<file path="config.mk">
export PLATFORM = sky130hd
export DESIGN_NAME = cpu_run_ctrl_flat
export DESIGN_NICKNAME = d
export VERILOG_FILES = /design/src/rtl/cpu_run_ctrl_pkg.sv /design/src/rtl/cpu_run_ctrl_if.sv /design/src/rtl/cpu_run_ctrl_btn_debounce.sv /design/src/rtl/cpu_run_ctrl.sv /design/src/flat_wrapper.sv
export SDC_FILE = /design/constraint.sdc
export NUM_CORES = 1
export LEC_CHECK = 0
export ABC_AREA = 0
export BUFFER_PORTS_ARGS = -buffer_cell sky130_fd_sc_hd__buf_2
export CORE_MARGIN = 2
export CORE_UTILIZATION = 55
export DETAILED_ROUTE_END_ITERATION = 10
export PLACE_DENSITY = 0.85
export SLEW_MARGIN = 20
export SYNTH_ARGS = -nofsm -noshare
export SYNTH_HDL_FRONTEND = slang
export SYNTH_HIERARCHICAL = 1
export SYNTH_SLANG_ARGS = --single-unit
</file>
<file path="constraint.sdc">
create_clock -name clk -period 2.6 [get_ports clk]
set_input_delay 0.52 -clock clk [delete_from_list [all_inputs] [get_ports clk]]
set_output_delay 0.52 -clock clk [all_outputs]
set_load 0.01 [all_outputs]
</file>
<file path="src/rtl/cpu_run_ctrl_pkg.sv">
// Shared types and constants for the CPU run/halt/step controller.
// Used by the interface, the debounce sub-module and the top cpu_run_ctrl.
package cpu_ctrl_pkg;

    typedef enum logic [1:0] {
        RUN  = 2'd0,
        HALT = 2'd1,
        STEP = 2'd2
    } run_state_e;

    localparam int CYC_CNT_W = 16;

    // Free-running wrap: 16'hFFFF + 1 -> 16'h0000, no carry out.
    function automatic logic [CYC_CNT_W-1:0] cyc_inc(input logic [CYC_CNT_W-1:0] c);
        return c + 1'b1;
    endfunction

endpackage

</file>
<file path="src/rtl/cpu_run_ctrl_if.sv">
// Board-side signal bundle for cpu_run_ctrl: raw buttons and PC in, clock-enable and status out.
// The master side (board top / bench) drives buttons and pc; the slave side is the controller.
interface cpu_run_ctrl_if;
    import cpu_ctrl_pkg::*;

    logic                 btn_stop;
    logic                 btn_step;
    logic [31:0]          pc;
    logic                 cpu_en;
    logic                 halted;
    logic [CYC_CNT_W-1:0] cyc_cnt;
    run_state_e           dbg_state;
    logic                 dbg_stop_level;
    logic                 dbg_step_level;

    modport master (
        output btn_stop, btn_step, pc,
        input  cpu_en, halted, cyc_cnt, dbg_state, dbg_stop_level, dbg_step_level
    );

    modport slave (
        input  btn_stop, btn_step, pc,
        output cpu_en, halted, cyc_cnt, dbg_state, dbg_stop_level, dbg_step_level
    );

endinterface

</file>
<file path="src/rtl/cpu_run_ctrl_btn_debounce.sv">
// Button conditioner: 2-flop synchronizer, stability counter, debounced level and
// a one-cycle press pulse on the debounced rising edge (raw edge to pulse = 2+DEBOUNCE_CYCLES).
module btn_debounce #(
    parameter int DEBOUNCE_CYCLES = 1_000_000
) (
    input  logic clk,
    input  logic rst_n,
    input  logic raw,
    output logic level,
    output logic press
);

    localparam int                CNT_W    = $clog2(DEBOUNCE_CYCLES + 1);
    localparam logic [CNT_W-1:0]  CNT_LAST = CNT_W'(DEBOUNCE_CYCLES - 1);

    logic             r_sync1;
    logic             r_sync2;
    logic             r_level;
    logic             r_press;
    logic [CNT_W-1:0] r_cnt;

    // The counter only runs while the synced sample disagrees with the accepted level;
    // any sample equal to the level means the input bounced back, so the count restarts.
    always_ff @(posedge clk or negedge rst_n) begin
        if (!rst_n) begin
            r_sync1 <= 1'b0;
            r_sync2 <= 1'b0;
            r_level <= 1'b0;
            r_press <= 1'b0;
            r_cnt   <= '0;
        end else begin
            r_sync1 <= raw;
            r_sync2 <= r_sync1;
            r_press <= 1'b0;
            if (r_sync2 == r_level) begin
                r_cnt <= '0;
            end else if (r_cnt == CNT_LAST) begin
                r_cnt   <= '0;
                r_level <= r_sync2;
                r_press <= r_sync2;
            end else begin
                r_cnt <= r_cnt + 1'b1;
            end
        end
    end

    assign level = r_level;
    assign press = r_press;

endmodule

</file>
<file path="src/rtl/cpu_run_ctrl.sv">
// Run/halt/single-step controller driving the CPU clock-enable and an enabled-cycle counter.
// Optional PC breakpoint is built only when the CPU_BRK_EN macro is defined.
module cpu_run_ctrl
    import cpu_ctrl_pkg::*;
#(
    parameter int          DEBOUNCE_CYCLES = 1_000_000,
    parameter bit          START_RUN       = 1'b1,
    parameter logic [31:0] BRK_ADDR        = 32'h0000_0040
) (
    input  logic          clk,
    input  logic          rst_n,
    cpu_run_ctrl_if.slave bus
);

    localparam run_state_e RESET_STATE = START_RUN ? RUN : HALT;

    logic                 w_stop_press;
    logic                 w_step_press;
    logic                 w_stop_level;
    logic                 w_step_level;
    logic                 w_bp_hit;
    logic                 w_cpu_en;
    run_state_e           r_state;
    logic [CYC_CNT_W-1:0] r_cyc_cnt;

    btn_debounce #(
        .DEBOUNCE_CYCLES (DEBOUNCE_CYCLES)
    ) u_stop_db (
        .clk   (clk),
        .rst_n (rst_n),
        .raw   (bus.btn_stop),
        .level (w_stop_level),
        .press (w_stop_press)
    );

    btn_debounce #(
        .DEBOUNCE_CYCLES (DEBOUNCE_CYCLES)
    ) u_step_db (
        .clk   (clk),
        .rst_n (rst_n),
        .raw   (bus.btn_step),
        .level (w_step_level),
        .press (w_step_press)
    );

`ifdef CPU_BRK_EN
    logic r_resume;

    // r_resume masks the breakpoint for the first RUN cycle after a resume, so the
    // instruction parked at BRK_ADDR gets executed instead of re-triggering the halt.
    assign w_bp_hit = (r_state == RUN) && (bus.pc == BRK_ADDR) && !r_resume;

    always_ff @(posedge clk or negedge rst_n) begin
        if (!rst_n) begin
            r_resume <= 1'b0;
        end else if ((r_state == HALT) && w_stop_press) begin
            r_resume <= 1'b1;
        end else if (r_state == RUN) begin
            r_resume <= 1'b0;
        end
    end
`else
    logic w_unused_pc;

    assign w_bp_hit    = 1'b0;
    assign w_unused_pc = ^{bus.pc, BRK_ADDR};
`endif

    assign w_cpu_en = ((r_state == RUN) && !w_bp_hit) || (r_state == STEP);

    // Stop has priority over step in HALT; STEP always lasts exactly one cycle.
    always_ff @(posedge clk or negedge rst_n) begin
        if (!rst_n) begin
            r_state   <= RESET_STATE;
            r_cyc_cnt <= '0;
        end else begin
            if (w_cpu_en) begin
                r_cyc_cnt <= cyc_inc(r_cyc_cnt);
            end
            case (r_state)
                RUN: begin
                    if (w_stop_press || w_bp_hit) begin
                        r_state <= HALT;
                    end
                end
                HALT: begin
                    if (w_stop_press) begin
                        r_state <= RUN;
                    end else if (w_step_press) begin
                        r_state <= STEP;
                    end
                end
                STEP:    r_state <= HALT;
                default: r_state <= HALT;
            endcase
        end
    end

    assign bus.cpu_en         = w_cpu_en;
    assign bus.halted         = (r_state == HALT);
    assign bus.cyc_cnt        = r_cyc_cnt;
    assign bus.dbg_state      = r_state;
    assign bus.dbg_stop_level = w_stop_level;
    assign bus.dbg_step_level = w_step_level;

endmodule

</file>
<file path="src/flat_wrapper.sv">
// flat-port wrapper written by rule: the top's interface ports become plain ports
module cpu_run_ctrl_flat import cpu_ctrl_pkg::*;
#(
    parameter int          DEBOUNCE_CYCLES = 1_000_000,
    parameter bit          START_RUN       = 1'b1,
    parameter logic [31:0] BRK_ADDR        = 32'h0000_0040
)
  (clk, rst_n, bus_btn_stop, bus_btn_step, bus_pc, bus_cpu_en, bus_halted, bus_cyc_cnt, bus_dbg_state, bus_dbg_stop_level, bus_dbg_step_level);
  cpu_run_ctrl_if bus_i ();
  input  logic clk;
  input  logic rst_n;
  input wire logic [$bits(bus_i.btn_stop)-1:0] bus_btn_stop;
  input wire logic [$bits(bus_i.btn_step)-1:0] bus_btn_step;
  input wire logic [$bits(bus_i.pc)-1:0] bus_pc;
  output wire logic [$bits(bus_i.cpu_en)-1:0] bus_cpu_en;
  output wire logic [$bits(bus_i.halted)-1:0] bus_halted;
  output wire logic [$bits(bus_i.cyc_cnt)-1:0] bus_cyc_cnt;
  output wire logic [$bits(bus_i.dbg_state)-1:0] bus_dbg_state;
  output wire logic [$bits(bus_i.dbg_stop_level)-1:0] bus_dbg_stop_level;
  output wire logic [$bits(bus_i.dbg_step_level)-1:0] bus_dbg_step_level;
  assign bus_i.btn_stop = bus_btn_stop;
  assign bus_i.btn_step = bus_btn_step;
  assign bus_i.pc = bus_pc;
  assign bus_cpu_en = bus_i.cpu_en;
  assign bus_halted = bus_i.halted;
  assign bus_cyc_cnt = bus_i.cyc_cnt;
  assign bus_dbg_state = bus_i.dbg_state;
  assign bus_dbg_stop_level = bus_i.dbg_stop_level;
  assign bus_dbg_step_level = bus_i.dbg_step_level;
  cpu_run_ctrl #(.DEBOUNCE_CYCLES(DEBOUNCE_CYCLES), .START_RUN(START_RUN), .BRK_ADDR(BRK_ADDR)) u_core (.clk(clk), .rst_n(rst_n), .bus(bus_i));
endmodule
</file>
==> Word level (Yosys, flattened, before mapping) <==
Cells that the tools add are included.
{ "word_totals": {"input_bits": 36, "register_bits": 66, "wordCells": 42, "output_inout_bits": 22} }
{ "classes": {"n_eq_ne": 8, "n_reduce_logical": 5, "add_sub_neg": 3, "muxes": 12, "bitwise": 2} }
{ "ops": {"columns": ["cell", "n"], "rows": [
  ["$mux 20", 4],
  ["$add 20x1->20 const B", 2],
  ["$eq 20x20->1 const B", 2],
  ["$add 16x1->16 const B", 1],
  ["$mux 2", 3],
  ["$reduce_and 2->1", 3],
  ["$mux 1", 4],
  ["$pmux 2 s2", 1],
  ["$ne 3x1->1 const B", 1],
  ["$eq 1x1->1", 2],
  ["$eq 2x1->1 const B", 1],
  ["$eq 2x2->1 const B", 1],
  ["$logic_not 2->1", 1],
  ["$ne 2x2->1 const B", 1],
  ["$not 1->1", 2],
  ["$logic_or 1x1->1", 1]
]} }

==> Longest topological paths before layout <==
{ "depth": {"word_depth": 3, "ltp_mapped": 6, "ltp_nobuf": 5} }

==> Cells and area by module <==
The synthesis kept the hierarchy.
{ "by_module_without_submodules": {"columns": ["mod", "seq_area_each_um2", "area_per_inst_um2", "cells_each", "n_inst"], "rows": [
  ["btn_debounce at u_core.u_step_db", 600.6, 1137.3, 110, 1],
  ["btn_debounce at u_core.u_stop_db", 600.6, 1136.1, 116, 1],
  ["cpu_run_ctrl", 450.4, 790.8, 65, 1]
]} }

==> Worst setup path before layout <==
Ideal clock, no wire load.
{ "synth_path": {"path_type": "reg2reg", "start": "register u_core.u_stop_db.r_cnt[0]", "end": "register u_core.u_stop_db.r_cnt[18]", "synth_period_minus_slack_ps": 1975, "n_path_buf": 1, "setup_time_ps": 78, "stages_incl_launch_ff": 7, "path_slack_ps": 625, "arrival_ps": 1897, "required_time_ps": 2522, "cell_sequence": "dfrtp_1 -> ha_1 -> nand2_1 -> or4_1 -> buf_2 -> or4_1 -> a21oi_1"} }
{ "synth_between": {"elab_chain_len": 3, "elab_cells_between_ends": 4, "classes_between": "1 x add/sub; 1 x eq/ne; 2 x mux"} }
{ "synth_lines": {"columns": ["item", "line_no", "source"], "rows": [
  ["start, declared", "cpu_run_ctrl_btn_debounce.sv:20", "logic [CNT_W-1:0] r_cnt;"],
  ["start signal, assigned", "cpu_run_ctrl_btn_debounce.sv:42", "r_cnt <= r_cnt + 1'b1;"],
  ["$add 20x1->20 or $eq 20x20->1 (tied branches)", "cpu_run_ctrl_btn_debounce.sv:42, cpu_run_ctrl_btn_debounce.sv:37", null],
  ["$mux 20 *", "cpu_run_ctrl_btn_debounce.sv:37", "end else if (r_cnt == CNT_LAST) begin"],
  ["$mux 20 *", "cpu_run_ctrl_btn_debounce.sv:35", "if (r_sync2 == r_level) begin"]
]} }
Every way passes the cells marked *; elsewhere a longest branch is shown, timed or not.
A chain may end at the register's enable or synchronous reset.

==> Final worst setup path <==
Ends and elaborated chain as after synthesis.

==> out/results.ini <==
[floorplan]
num_io_pins=58
initial_core_util_pct=56.3
row_count=27
dieArea_um2=6180
die_y_um=78.6
die_w_um=78.6
core_um2=5440

[layout]
fin_util_pct=64.4
nFillCells=414
nets=362
multiInputGateArea_um2=1330
seqCellArea_um2=1650
layout_common_cells=66 x dfrtp_1, 39 x nor2_1, 29 x xnor2_1, 25 x buf_2, 22 x nand3_1
drive_above_1_share_pct=18.9
antenna_cells=0
mostFrequentLayoutCell=dfrtp_1
area_delta_synth_final_pct=14.3

[logic_synthesis]
yosysTopAreaCell=dfrtp_1
synth.avg_cell_area_um2=10.5
synthesis.instances=291
synth_area_leaders=dfrtp_1 54%, xnor2_1 8.3%, nor2_1 4.8%
synth_top_area_share_pct=53.9
synth_seq_cells=66
synth_fp_nets=330
yosysSeqAreaShare_pct=53.9
synthDistinctLibCells=37
synth_area_um2=3060
yosysWarningCount=6

[clocking]
cts_sinks=66
cts_buffers=9
htree_levels=3
ctsHoldBuffers=0
postCtsSetupRepairBufs=0
cts_tree=done
clock_latency_ns=0.33
path_clk_slew_ns=0.07
cts-resized-gates=0
cts-root-buf=clkbuf_8
clockBufferDepth=2

[sta]
setup-tns-final_ns=0
slew_headroom_pct=58.8
final.setup_skew_ns=0.00619
final_max_slew_viol_count=0
finalSetupViolCount=0
hold_violations=0
max_freq_mhz=464
worst_slew_pin_slew_ns=0.618
min_period_over_period_pct=82.9
rsz0062_at_grt=no
fin_crit_ns=2.16

[place]
gp_congestion=0.800
dpl.hpwl_um=3620
numPortBuffers=25

[setup_path]
worstPathArrival_ns=2.42
rr_worst_depth=5
endpoint_kind=flop
critPathMaxFanout=8
start_kind=flop
critical_path_class=flop to flop
cp.required_ns=2.86

[power_and_ir_drop]
swShare_pct=20.8
p_leak_nw=1.52
switchingPower_mw=0.424
pwr-share-comb_pct=2.6
p_int_mw=1.61
p_clk_share_pct=46.0
p_seq_share_pct=51.4
powerDensity_nw_per_um2=582
ir_drop_mv=0.310

[global_route]
grt_use_total_pct=18.9
top_usage_layer=met2
grt_use_met1_pct=24.5
grt_remaining_overflow=0
grt_max_degree=40
antenna_found_initial=0
met3_usage_pct=3.56
grt_use_met2_pct=31.2
grt_pass1_vias=2103
grt_pass1_wl_um=9270

[drt]
dr_total_vias=2206
wire_per_inst_um=13.2
vias_per_cell=5.52
ant_nets=0
drtPass1Iterations=4
drt_iter0_markers=128
drcViolationCount=0
routed_wl_um=5280

[status]
run_status=complete, no violations

[run]
drv_cap=0

[hold_path]
worst_hold_path_type=input port to asynchronous set/reset pin

## cells by family (layout without fill, tap and decap cells)
group | Yosys count | after routing | synth area share [%]
multiplexers | 4 | 4 | 1.43
flip-flops | 66 | 66 | 53.9
XOR/XNOR | 41 | 41 | 12.0
adder cells (fa/ha/maj) | 3 | 3 | 1.23
AO/OA/AOI/OAI | 27 | 27 | 5.43
AND/OR/NAND/NOR | 129 | 129 | 23.4
buffers and inverters | 21 | 58 | 2.69
## through the flow
stage / total power, mW / cells / hold WS [ns] / cell area, um2 / worst slack [ns]
global placement: 1.12 / 384 / 0.333 / 3280 / 0.526
detailed placement: 1.12 / 384 / 0.335 / 3280 / 0.491
global route: 2.11 / 400 / 0.241 / 3500 / 0.295
floorplan: 1.09 / 291 / 0.224 / 3060 / 0.625
CTS: 2.05 / 400 / 0.208 / 3500 / 0.434
finish: 2.04 / 400 / 0.194 / 3500 / 0.445
## final cells by class
class,count,share of cell area [%]
repair buffers,28,4.57
inverters,14,1.50
well taps,72,2.57
clock inverters,6,2.29
clock buffers,10,3.93
flip-flops and latches,66,47.2
multi-input cells,204,38.0
## worst max-delay path, cell delays in order, from the launching register on
cell	delay (ns)
dfrtp_1	0.42
ha_1	0.26
nand2_1	0.11
or4_1	0.64
or4_1	0.51
a21oi_1	0.15
## worst paths after layout
| kind | slack, ns | end | start |
|---|---|---|---|
| max | 0.44 | u_core/u_stop_db/r_cnt[18] | u_core/u_stop_db/r_cnt[0] |
| min | 0.19 | u_core/u_stop_db/r_cnt[3] | rst_n |
| max reg2reg | 0.44 | u_core/u_stop_db/r_cnt[18] | u_core/u_stop_db/r_cnt[0] |
| min reg2reg | 0.35 | u_core/u_stop_db/r_sync2 | u_core/u_stop_db/r_sync1 |
| max in group asynchronous | 1.79 | u_core/bus.cyc_cnt[5] | rst_n |
| min in group clk | 0.29 | u_core/u_stop_db/r_sync1 | bus_btn_stop |
## synth_stat cells
cell	number
dfrtp_1	66
nor2_1	39
xnor2_1	29
nand3_1	22
inv_1	14
a21oi_1	13
xor2_1	11
nand2_1	10
nand4_1	9
nor4_1	7
o21ai_0	7
or4_1	7
o31ai_1	6
and3_1	5
nor3_1	5
or3_1	5
clkbuf_1	4
ha_1	3
mux2_2	3
or3_2	3
and3_2	2
and3_4	2
and3b_1	2
buf_2	2
nor4b_1	2
or2_2	2
and2_1	1
and2_2	1
and2b_2	1
and4b_1	1
clkbuf_2	1
mux2i_1	1
nand3_2	1
nand4_4	1
nor4bb_1	1
o31ai_4	1
xor2_2	1
## state kept, by name (all words and copies together), names as in the netlist
signal                    flops
u_core/u_stop_db/r_sync1      1
u_core/u_step_db/r_sync1      1
u_core/u_stop_db/r_sync2      1
u_core/u_step_db/level        1
u_core/u_stop_db/press        1
u_core/u_step_db/r_sync2      1
u_core/u_stop_db/r_cnt       20
u_core/u_stop_db/level        1
u_core/bus.cyc_cnt           16
u_core/u_step_db/r_cnt       20
u_core/bus.dbg_state          2
u_core/u_step_db/press        1
## metal layers
layer | routed length [um] | vias to the layer above
li1 | - | 1080
met3 | 223 | 10
met2 | 2420 | 50
met4 | 102 | 0
met1 | 2530 | 1066
met5 | 0 | -
## power by group through the flow
stage	combinational, mW	sequential, mW	clock (mW)
3_5_place_dp	0.0539	1.07	0
6_report	0.0527	1.05	0.936
2_1_floorplan	0.0223	1.06	0
5_1_grt	0.0626	1.05	0.995
4_1_cts	0.0553	1.05	0.951
3_3_place_gp	0.0530	1.07	0
Note: power is estimated with default switching activity, not from simulation.
